### src/rtl/jpeg_seq_pkg.sv
// Shared constants for the JPEG block sequencer: state codes, row count,
// default stage latencies and counter widths.
package jpeg_seq_pkg;
  localparam int ROWS          = 8;
  localparam int DEF_DCT_LAT   = 8;
  localparam int DEF_QUANT_LAT = 1;
  localparam int COMP_W        = 2;
  localparam int CNT_W         = 16;

  typedef logic [2:0] state_t;

  localparam logic [2:0] ST_IDLE      = 3'd0;
  localparam logic [2:0] ST_LOAD      = 3'd1;
  localparam logic [2:0] ST_DCT       = 3'd2;
  localparam logic [2:0] ST_CAPT      = 3'd3;
  localparam logic [2:0] ST_QUANT     = 3'd4;
  localparam logic [2:0] ST_ZIGZAG    = 3'd5;
  localparam logic [2:0] ST_HSTART    = 3'd6;
  localparam logic [2:0] ST_WAIT_HUFF = 3'd7;
endpackage

### src/rtl/jpeg_seq_counter.sv
// Loadable down-counter with zero flag; holds at zero, clr has priority over load.
module jpeg_seq_counter
  import jpeg_seq_pkg::*;
#(
  parameter int W = CNT_W
) (
  input  logic         clock,
  input  logic         reset_n,
  input  logic         clr,
  input  logic         load,
  input  logic [W-1:0] load_val,
  input  logic         dec,
  output logic [W-1:0] count,
  output logic         zero
);
  logic [W-1:0] cnt_q, cnt_d;

  always_comb begin
    cnt_d = cnt_q;
    if (clr)                         cnt_d = '0;
    else if (load)                   cnt_d = load_val;
    else if (dec && (cnt_q != '0))   cnt_d = cnt_q - W'(1);
  end

  always_ff @(posedge clock) begin
    if (!reset_n) cnt_q <= '0;
    else          cnt_q <= cnt_d;
  end

  assign count = cnt_q;
  assign zero  = (cnt_q == '0);
endmodule

### src/rtl/jpeg_block_sequencer.sv
// Block-level control sequencer for the JPEG encoder datapath: one valid/ready
// handshake per 8x8 block drives every stage enable, component rotation and restart.
module jpeg_block_sequencer
  import jpeg_seq_pkg::*;
#(
  parameter int         DCT_LAT      = DEF_DCT_LAT,
  parameter int         QUANT_LAT    = DEF_QUANT_LAT,
  parameter int         NUM_COMP     = 3,
  parameter logic [3:0] LUMA_MASK    = 4'b0001,
  parameter int         HUFF_TIMEOUT = 1024,
  parameter int         RESTART_MCUS = 0
) (
  input  logic       clock,
  input  logic       reset_n,
  input  logic       abort,
  input  logic       blk_valid,
  output logic       blk_ready,
  input  logic       huff_done,
  output logic       input_enable,
  output logic       dct_enable,
  output logic       dct_end_enable,
  output logic [7:0] matrix_row,
  output logic       zigzag_input_enable,
  output logic       zigag_enable,
  output logic       Huffman_start,
  output logic       is_luminance,
  output logic [1:0] comp_idx,
  output logic       mcu_done,
  output logic       dc_pred_reset,
  output logic       huff_timeout,
  output logic       busy
);
  localparam logic [CNT_W-1:0]  DCT_LD    = CNT_W'(DCT_LAT - 1);
  localparam logic [CNT_W-1:0]  QUANT_LD  = CNT_W'(QUANT_LAT);
  localparam logic [CNT_W-1:0]  WD_LD     = CNT_W'(HUFF_TIMEOUT - 1);
  localparam logic [CNT_W-1:0]  RST_LD    = CNT_W'(RESTART_MCUS - 1);
  localparam logic [COMP_W-1:0] LAST_COMP = COMP_W'(NUM_COMP - 1);
  localparam logic [2:0]        LAST_ROW  = 3'(ROWS - 1);

  state_t             state_q, state_d;
  logic [COMP_W-1:0]  comp_q, comp_d;
  logic [2:0]         row_q, row_d;

  logic               hold_ld, hold_dec, hold_zero;
  logic [CNT_W-1:0]   hold_val, hold_cnt;
  logic               mcu_clr, mcu_ld, mcu_dec, mcu_zero;
  logic [CNT_W-1:0]   mcu_cnt;

  logic               zin_d, mcu_done_d, dcr_d, hto_d;
  logic               blk_ready_q, blk_ready_d, input_enable_q, input_enable_d;
  logic               dct_enable_q, dct_enable_d, dct_end_q, dct_end_d;
  logic [7:0]         matrix_row_q, matrix_row_d;
  logic               zin_q, zen_q, zen_d, hstart_q, hstart_d, lum_q, lum_d;
  logic               mcu_done_q, dcr_q, hto_q, busy_q, busy_d;

  // One counter times the DCT hold, each row hold and the Huffman watchdog.
  jpeg_seq_counter #(.W(CNT_W)) u_hold (
    .clock(clock), .reset_n(reset_n), .clr(abort), .load(hold_ld),
    .load_val(hold_val), .dec(hold_dec), .count(hold_cnt), .zero(hold_zero)
  );

  jpeg_seq_counter #(.W(CNT_W)) u_mcu (
    .clock(clock), .reset_n(reset_n), .clr(mcu_clr), .load(mcu_ld),
    .load_val(RST_LD), .dec(mcu_dec), .count(mcu_cnt), .zero(mcu_zero)
  );

  always_comb begin
    state_d    = state_q;
    comp_d     = comp_q;
    row_d      = row_q;
    hold_ld    = 1'b0;
    hold_val   = '0;
    hold_dec   = 1'b0;
    mcu_clr    = 1'b0;
    mcu_ld     = 1'b0;
    mcu_dec    = 1'b0;
    zin_d      = 1'b0;
    mcu_done_d = 1'b0;
    dcr_d      = 1'b0;
    hto_d      = 1'b0;
    case (state_q)
      ST_IDLE: if (blk_valid) begin
        state_d  = ST_LOAD;
        hold_ld  = 1'b1;
        hold_val = DCT_LD;
      end
      ST_LOAD: state_d = ST_DCT;
      ST_DCT: begin
        if (hold_zero) state_d = ST_CAPT;
        else           hold_dec = 1'b1;
      end
      ST_CAPT: begin
        state_d  = ST_QUANT;
        row_d    = '0;
        hold_ld  = 1'b1;
        hold_val = QUANT_LD;
        zin_d    = (QUANT_LAT == 0);
      end
      ST_QUANT: begin
        // zigzag capture lands on the final held cycle of each row
        if (!hold_zero) begin
          hold_dec = 1'b1;
          zin_d    = (hold_cnt == CNT_W'(1));
        end else if (row_q == LAST_ROW) begin
          state_d = ST_ZIGZAG;
        end else begin
          row_d    = row_q + 3'd1;
          hold_ld  = 1'b1;
          hold_val = QUANT_LD;
          zin_d    = (QUANT_LAT == 0);
        end
      end
      ST_ZIGZAG: state_d = ST_HSTART;
      ST_HSTART: begin
        state_d  = ST_WAIT_HUFF;
        hold_ld  = 1'b1;
        hold_val = WD_LD;
      end
      ST_WAIT_HUFF: begin
        if (huff_done) begin
          state_d = ST_IDLE;
          if (comp_q == LAST_COMP) begin
            comp_d     = '0;
            mcu_done_d = 1'b1;
            if (RESTART_MCUS != 0) begin
              if ((RESTART_MCUS == 1) || (mcu_cnt == CNT_W'(1))) begin
                dcr_d   = 1'b1;
                mcu_clr = 1'b1;
              end else if (mcu_zero) begin
                mcu_ld = 1'b1;
              end else begin
                mcu_dec = 1'b1;
              end
            end
          end else begin
            comp_d = comp_q + COMP_W'(1);
          end
        end else if (hold_zero) begin
          state_d = ST_IDLE;
          hto_d   = 1'b1;
        end else begin
          hold_dec = 1'b1;
        end
      end
      default: state_d = ST_IDLE;
    endcase
    if (abort) begin
      state_d    = ST_IDLE;
      comp_d     = '0;
      row_d      = '0;
      hold_ld    = 1'b0;
      hold_dec   = 1'b0;
      mcu_ld     = 1'b0;
      mcu_dec    = 1'b0;
      mcu_clr    = 1'b1;
      zin_d      = 1'b0;
      mcu_done_d = 1'b0;
      dcr_d      = 1'b0;
      hto_d      = 1'b0;
    end
  end

  // Outputs are decoded from the next state so that every pin is a flop.
  always_comb begin
    blk_ready_d    = (state_d == ST_IDLE);
    busy_d         = (state_d != ST_IDLE);
    input_enable_d = (state_d == ST_LOAD);
    dct_enable_d   = (state_d == ST_DCT);
    dct_end_d      = (state_d == ST_CAPT);
    matrix_row_d   = (state_d == ST_QUANT) ? {5'd0, row_d} : 8'd0;
    zen_d          = (state_d == ST_ZIGZAG);
    hstart_d       = (state_d == ST_HSTART);
    lum_d          = LUMA_MASK[comp_d];
  end

  always_ff @(posedge clock) begin
    if (!reset_n) begin
      state_q        <= ST_IDLE;
      comp_q         <= '0;
      row_q          <= '0;
      blk_ready_q    <= 1'b1;
      busy_q         <= 1'b0;
      input_enable_q <= 1'b0;
      dct_enable_q   <= 1'b0;
      dct_end_q      <= 1'b0;
      matrix_row_q   <= '0;
      zin_q          <= 1'b0;
      zen_q          <= 1'b0;
      hstart_q       <= 1'b0;
      lum_q          <= LUMA_MASK[0];
      mcu_done_q     <= 1'b0;
      dcr_q          <= 1'b0;
      hto_q          <= 1'b0;
    end else begin
      state_q        <= state_d;
      comp_q         <= comp_d;
      row_q          <= row_d;
      blk_ready_q    <= blk_ready_d;
      busy_q         <= busy_d;
      input_enable_q <= input_enable_d;
      dct_enable_q   <= dct_enable_d;
      dct_end_q      <= dct_end_d;
      matrix_row_q   <= matrix_row_d;
      zin_q          <= zin_d;
      zen_q          <= zen_d;
      hstart_q       <= hstart_d;
      lum_q          <= lum_d;
      mcu_done_q     <= mcu_done_d;
      dcr_q          <= dcr_d;
      hto_q          <= hto_d;
    end
  end

  assign blk_ready           = blk_ready_q;
  assign busy                = busy_q;
  assign input_enable        = input_enable_q;
  assign dct_enable          = dct_enable_q;
  assign dct_end_enable      = dct_end_q;
  assign matrix_row          = matrix_row_q;
  assign zigzag_input_enable = zin_q;
  assign zigag_enable        = zen_q;
  assign Huffman_start       = hstart_q;
  assign is_luminance        = lum_q;
  assign comp_idx            = comp_q;
  assign mcu_done            = mcu_done_q;
  assign dc_pred_reset       = dcr_q;
  assign huff_timeout        = hto_q;
endmodule

### config.mk
export PLATFORM = sky130hd
export DESIGN_NAME = jpeg_block_sequencer
export DESIGN_NICKNAME = d
export VERILOG_FILES = /design/src/rtl/jpeg_seq_pkg.sv /design/src/rtl/jpeg_seq_counter.sv /design/src/rtl/jpeg_block_sequencer.sv
export SDC_FILE = /design/constraint.sdc
export NUM_CORES = 1
export LEC_CHECK = 0
export BUFFER_PORTS_ARGS = -buffer_cell sky130_fd_sc_hd__buf_2
export CAP_MARGIN = 20
export CORE_MARGIN = 2
export CORE_UTILIZATION = 50
export DETAILED_ROUTE_END_ITERATION = 12
export PLACE_DENSITY = 0.82
export SLEW_MARGIN = 20
export SYNTH_ARGS = -nofsm -noshare
export SYNTH_HDL_FRONTEND = slang
export SYNTH_HIERARCHICAL = 1
export SYNTH_SLANG_ARGS = --single-unit
export TNS_END_PERCENT = 10
### constraint.sdc
create_clock -name clock -period 3.2 [get_ports clock]
set_input_delay 0.64 -clock clock [delete_from_list [all_inputs] [get_ports clock]]
set_output_delay 0.64 -clock clock [all_outputs]
set_load 0.005 [all_outputs]
* Yosys cells after proc, flatten, opt, wreduce, memory -nomap -nowiden
Cells that the tools add are included.
** Word-level totals
- Bits in registers :: 43
- Latch bits :: 0
- Memory bits (writable) :: 0
- ROM bits :: 0
- Output and inout bits :: 22
- Word-level logic and storage cells :: 90
- Memories kept :: 0
** Operators by class
- Add/subtract/negate cells :: 3
- Multipliers :: 0
- Divide/modulo/power cells :: 0
- Magnitude comparators :: 1
- Equality and inequality tests :: 16
- Shift-type cells :: 0
- Mux-type cells :: 35
- Bitwise operators :: 4
- Reductions and logical operators :: 14
** Operators with widths (number)
- one-hot mux 10 bit (4 select lines) :: 1
- two-way mux 3 bit :: 11
- two-way mux 16 bit :: 2
- == test 3 bit, second input constant :: 8
- one-hot mux 3 bit (8 select lines) :: 1
- == test 16 x 1 -> 1 bit, second input constant :: 1
- logical NOT 16 bit :: 1
- nonzero test 16 bit :: 1
- subtractor 16 x 1 -> 16 bit, second input constant :: 1
- == test 3 x 2 -> 1 bit, second input constant :: 4
- two-way mux 1 bit :: 12
- OR reduction 4 bit :: 3
- two-way mux 2 bit :: 4
- == test 3 x 1 -> 1 bit, second input constant :: 2
- logical NOT 3 bit :: 2
- one-hot mux 3 bit (2 select lines) :: 1
- OR reduction 2 bit :: 3
- NOT 1 bit :: 4
- adder 3 x 1 -> 3 bit, second input constant :: 1
- less-than comparator 2 x 3 -> 1 bit, second input constant :: 1
- one-hot mux 1 bit (3 select lines) :: 1
- nonzero test 3 bit :: 1
- adder 2 x 1 -> 2 bit, second input constant :: 1
- binary-select mux 1 bit (select 2 bit) :: 1
- other kinds (5) :: 5

* Longest topological paths before layout
- Word-level depth :: 8
- Mapped depth :: 13
- Depth with buffers taken out :: 11

* By module
The synthesis kept the hierarchy.
** By module, submodules not included
- jpeg_block_sequencer :: times used 1, cells each 116, area each 1067.3 sq um, seq. area each 440.4 sq um
- jpeg_seq_counter :: times used 1, cells each 119, area each 969.7 sq um, seq. area each 320.3 sq um

* Least setup slack after synthesis
No wires, ideal clock.
- Path kind :: register to register
- From :: register u_hold.cnt_q[0] (netlist: u_hold/count[0])
- To :: register u_hold.cnt_q[8] (netlist: u_hold/count[8])
- Arrival :: 2.962 ns
- Data required time :: 3.126 ns
- Setup slack :: 0.164 ns
- Stages on the path, launching flop included :: 14
- Path buffers :: 3
- Cell sequence :: dfxtp_1 > inv_1 > ha_1 > or4b_1 > nor4_1 > buf_6 > a21boi_0 > a22oi_1 > o21ai_0 > nor2b_1 > inv_1 > clkbuf_1 > clkbuf_1 > a31oi_1
** RTL lines
- start: declaration :: line jpeg_seq_counter.sv:16 : logic [W-1:0] cnt_q, cnt_d;
- start signal: assignment :: line jpeg_seq_counter.sv:27 : else cnt_q <= cnt_d;
- logical NOT 16 bit (*) :: line jpeg_seq_counter.sv:31 : assign zero = (cnt_q == '0);
- named net hold_zero :: line jpeg_block_sequencer.sv:44 : logic hold_ld, hold_dec, hold_zero;
- two-way mux 1 bit (*) :: line jpeg_block_sequencer.sv:101 : if (!hold_zero) begin
- one-hot mux 1 bit (3 select lines) (*) :: line jpeg_block_sequencer.sv:81 : case (state_q)
- two-way mux 1 bit (*) :: line jpeg_block_sequencer.sv:147 : if (abort) begin
- named net hold_ld :: line jpeg_block_sequencer.sv:44
- two-way mux 16 bit or nonzero test 2 bit (tied branches)
Mark *: on every way through the listed nets, which the timed path passes. The rest lies on a longest branch. The select of a mux whose other input is x is not followed.
A chain may end at the register's enable or synchronous reset.

* Worst setup path in the final report
- From :: register u_hold.cnt_q[0] (netlist: u_hold/count[0])
- To :: register u_hold.cnt_q[4] (netlist: u_hold/count[4])
Same word-level chain as after synthesis.

==> PnR_summary.wiki <==
{| class="wikitable"
! Metric !! Value
|-
| TritonCTS clock tree || done
|-
| CP startpoint || u_hold/count[0]
|-
| Post-synthesis adder-cell area fraction || around 1.2%
|-
| Site row count || 23
|-
| CTS H-Tree Depth || 2
|-
| Count of input and output buffers || 20
|-
| Sum Neg Setup Slack || 0 ns
|-
| Number of flops mapped to enable cells by yosys || 0
|-
| Area share of the largest cell type after synthesis || 37.3%
|-
| Fraction of registers with async set/reset || 0%
|-
| Max Root-Sink Buffers || 2
|-
| Synthesized area per cell || between 8 and 9 sq um
|-
| Final hold violations || 0
|-
| Register area share after synthesis || about 37%
|-
| Cell type contributing the most total cell area after synthesis || dfxtp_1
|-
| Data required time of the worst path || approximately 3.4 ns
|-
| Path category of the worst min-delay check || reg -> reg
|-
| Final standard cell area without fillers || roughly 2300 sq um
|-
| Total area of multi-input combinational cells || 1180 sq um
|-
| Ant. Diodes || 0
|-
| Transition time at the pin with the least slew margin || between 0.8 and 0.9 ns
|-
| Post-CTS Setup Inserts || 0
|-
| Placer's final routability congestion estimate || just under 0.9
|-
| Endpoint class of the critical path || flip-flop
|-
| Critical path endpoint || u_hold/count[4]
|-
| Routed vias/inst || ~5.9
|-
| Insertion delay to the later sink of the worst-skew pair || 0.29 ns
|-
| CP arrival || 3.10 ns
|-
| Maximum cell stage delay along the critical path || roughly 0.52 ns
|-
| Count of distinct cell types in the synthesized netlist || 55
|-
| Largest clock skew in the final design || roughly 0.0032 ns
|-
| Leak || 0.000858 uW
|-
| Antenna violations before repair || 0
|-
| Post-Syn Instances || about 240
|-
| Min Clock Period, post-route || around 2.9 ns
|-
| Buffer cell driving the clock tree root || clkbuf_8
|-
| Outcome || complete, no violations
|-
| Crit share post-route || about nine tenths
|-
| Via total after detailed routing || 1859
|-
| Fraction of layout cells with a size suffix above 1 || between 10% and 20%
|-
| 1st-iter DRT viols || 162
|-
| Mux contribution to synthesized area || less than 1%
|-
| GRT Overall Usage || between 20% and 30%
|-
| Post-route ant nets || 0
|-
| Net count reported at finish || 270
|-
| Register clock-pin slew on the reported worst setup and hold paths || approximately 0.07 ns
|-
| Critical path class || reg -> reg
|-
| Core region area || slightly below 4000 sq um
|-
| Average routed wire per standard cell || about 15 um
|-
| TritonRoute pass-1 iters || 4
|-
| Number of primary I/O pins || 27
|-
| Most common library cell in the layout ignoring fill and taps || dfxtp_1
|-
| Reg2Reg Launch Point || u_hold/count[0]
|-
| Area grow syn2layout || 11.9%
|-
| Die footprint || around 4600 sq um
|-
| Detailed-route wire length || between 4000 and 5000 um
|-
| Die W || roughly 68 um
|-
| Worst setup SP type || flip-flop
|-
| Sequential cell area || between 700 and 800 sq um
|-
| PD cells || between 400 and 500 nW/um^2
|-
| Number of cells on the worst reg-to-reg path || 12
|-
| Placed wire-length estimate after detailed placement || ~3200 um
|-
| Number of pins exceeding their max-slew limit in the final report || 0
|-
| Top library cells by usage in the layout, fill and taps aside || dfxtp_1 (38), nor2_1 (21), o21ai_0 (21), buf_2 (20), conb_1 (12)
|-
| Slack of the worst reg-to-reg path || approximately 0.27 ns
|-
| Initial core utilization || about half
|-
| Series of cell instances along the critical path || inv_1, ha_1, or4b_4, nor4_2, a21boi_1, a22oi_1, o21ai_0, nor2b_2, inv_2, buf_4, o21ai_0, a31oi_1
|-
| Critical R2R Capture || u_hold/count[4]
|-
| Number of warnings printed during yosys synthesis || 6
|-
| Crit path top cell by count || o21ai_0
|-
| Synthesized-area fraction occupied by ao, oa, aoi and oai cells || about a fifth
|-
| Drc violations || 0
|-
| Total of endpoints with negative setup slack in the final report || 0
|-
| Main synth FF type || dfxtp_1
|-
| Peak supply drop || 0.190 mV
|-
| Area contributors post-synth || dfxtp_1 (37%), o21ai_0 (5.2%), nor2_1 (3.9%), a31oi_1 (3.4%), buf_4 (2.9%)
|-
| Maximum fanout along the worst path || 17
|-
| Count of cell instances traversed by the critical path || 12
|-
| Post-synth design cell area || ~2000 sq um
|-
| Pin count of the biggest net entering global routing || 18
|-
| Synthesized flop and latch total || 38
|-
| Number of buffers created by CTS || 5
|-
| Via count of the first global-routing pass || ~1600
|-
| Max frequency || roughly 340 MHz
|-
| Placed cell areas || approximately 2200 sq um
|-
| Largest delay contributor family on the critical path || simple AND/OR/NAND/NOR gates
|-
| Filler cell count in the final layout || 366
|-
| Worst slew margin || 41.8%
|-
| Simple-gate area share of the yosys netlist || a little under a third
|-
| Largest family of logic cells by synthesized area || simple AND/OR/NAND/NOR gates
|-
| First-pass GRT wire length || 7370 um
|-
| XOR/XNOR Fraction of Synth Area || roughly 1.7%
|-
| Max-cap check violation count || 0
|-
| Clock sink count || 38
|-
| Critical path's slowest cell || or4b_4
|-
| Height of the die || 67.8 um
|-
| Crit path buf inv count || 3
|-
| Setup repair after global routing missed its margin || no
|-
| GRT Residual Overflow || 0
|}
## worst register-to-register path: stages (launching register included)
cell	delay [ns]
dfxtp_1	0.35
inv_1	0.07
ha_1	0.24
or4b_4	0.52
nor4_2	0.31
a21boi_1	0.23
a22oi_1	0.08
o21ai_0	0.21
nor2b_2	0.23
inv_2	0.12
buf_4	0.21
o21ai_0	0.18
a31oi_1	0.06
## where the power goes
group          switching [uW]  internal, uW  total (uW)
combinational            92.7          60.2         153
sequential               16.1           485         501
clock                     168           174         341
## per-layer routing
metal  vias to the layer above  GRT usage [%]  part of all wire (%)
met5                         -              0                     0
met4                         0           8.50                   1.6
met3                         7           5.10                   6.0
met2                        59           33.7                    48
met1                       866           27.9                    45
li1                        927              -                     -
## stage by stage
| step | std cells | worst slack [ns] | hold WS (ns) | util (%) | power (uW) |
|---|---|---|---|---|---|
| 3_3_place_gp | 306 | 0.218 | 0.502 | 54.8 | 651 |
| 4_1_cts | 314 | 0.0697 | 0.526 | 57.1 | 996 |
| 2_1_floorplan | 246 | 0.164 | 0.467 | - | 630 |
| 6_report | 314 | 0.274 | 0.526 | 57.4 | 995 |
| 3_5_place_dp | 306 | 0.0816 | 0.516 | 54.8 | 656 |
| 5_1_grt | 314 | 0.0322 | 0.564 | 57.4 | 1040 |
## cells in the mapped netlist (3+ instances only)
cell / number
o21ai_0: 21
a211oi_1: 3
buf_6: 3
a21oi_1: 8
nand4_1: 3
o31ai_1: 5
nor3b_1: 5
nor4_1: 9
clkbuf_1: 4
nand2_1: 10
nor3_1: 8
or3_1: 5
nor2b_1: 3
nand3_1: 5
dfxtp_1: 38
inv_1: 9
nor2_1: 21
buf_4: 8
and4_1: 3
or4_1: 7
a31oi_1: 11
## kinds of logic (layout without fill, tap and decap cells)
logic type / after synthesis / after routing
AOI/OAI and AO/OA: 64 / 64
xor gates and xnor gates: 4 / 4
adders and majority gates: 2 / 2
buffers and inverters: 26 / 44
DFF: 38 / 38
muxes: 2 / 2
other: 1 / 12
and+or+nand+nor: 98 / 98
## how the worst min path moves through the flow
stage / from / to / slack [ns] / cells past startpoint
2_1_floorplan: row_q[2] / row_q[2] / 0.47 / 2
3_3_place_gp: row_q[2] / row_q[2] / 0.50 / 2
3_5_place_dp: comp_idx[0] / mcu_done / 0.52 / 1
4_1_cts: comp_idx[0] / mcu_done / 0.53 / 1
5_1_grt: comp_idx[0] / mcu_done / 0.56 / 1
6_report: comp_idx[0] / mcu_done / 0.53 / 1
## sequential cells by signal, indices dropped and copies added (netlist names)
register / count
dct_enable: 1
blk_ready: 1
matrix_row: 3
input_enable: 1
mcu_done: 1
row_q: 3
busy: 1
state_q: 3
huff_timeout: 1
zigzag_input_enable: 1
dct_end_enable: 1
is_luminance: 1
comp_idx: 2
zigag_enable: 1
Huffman_start: 1
u_hold/count: 16
## what timing repair did
action | in CTS | in global routing
endpoints found under the setup margin | 0 | 16
hold buffers | 0 | 0
resized for setup | 0 | 5
## cell type report
type	count	share of cell area [%]
tap	50	2.75
sequential	38	33.4
clock inverter	1	0.220
clock buffer	7	3.79
inverter	9	1.48
timing repair buffer	27	6.70
multi-input combinational	182	51.7
Power figures use the tool's default switching activity.
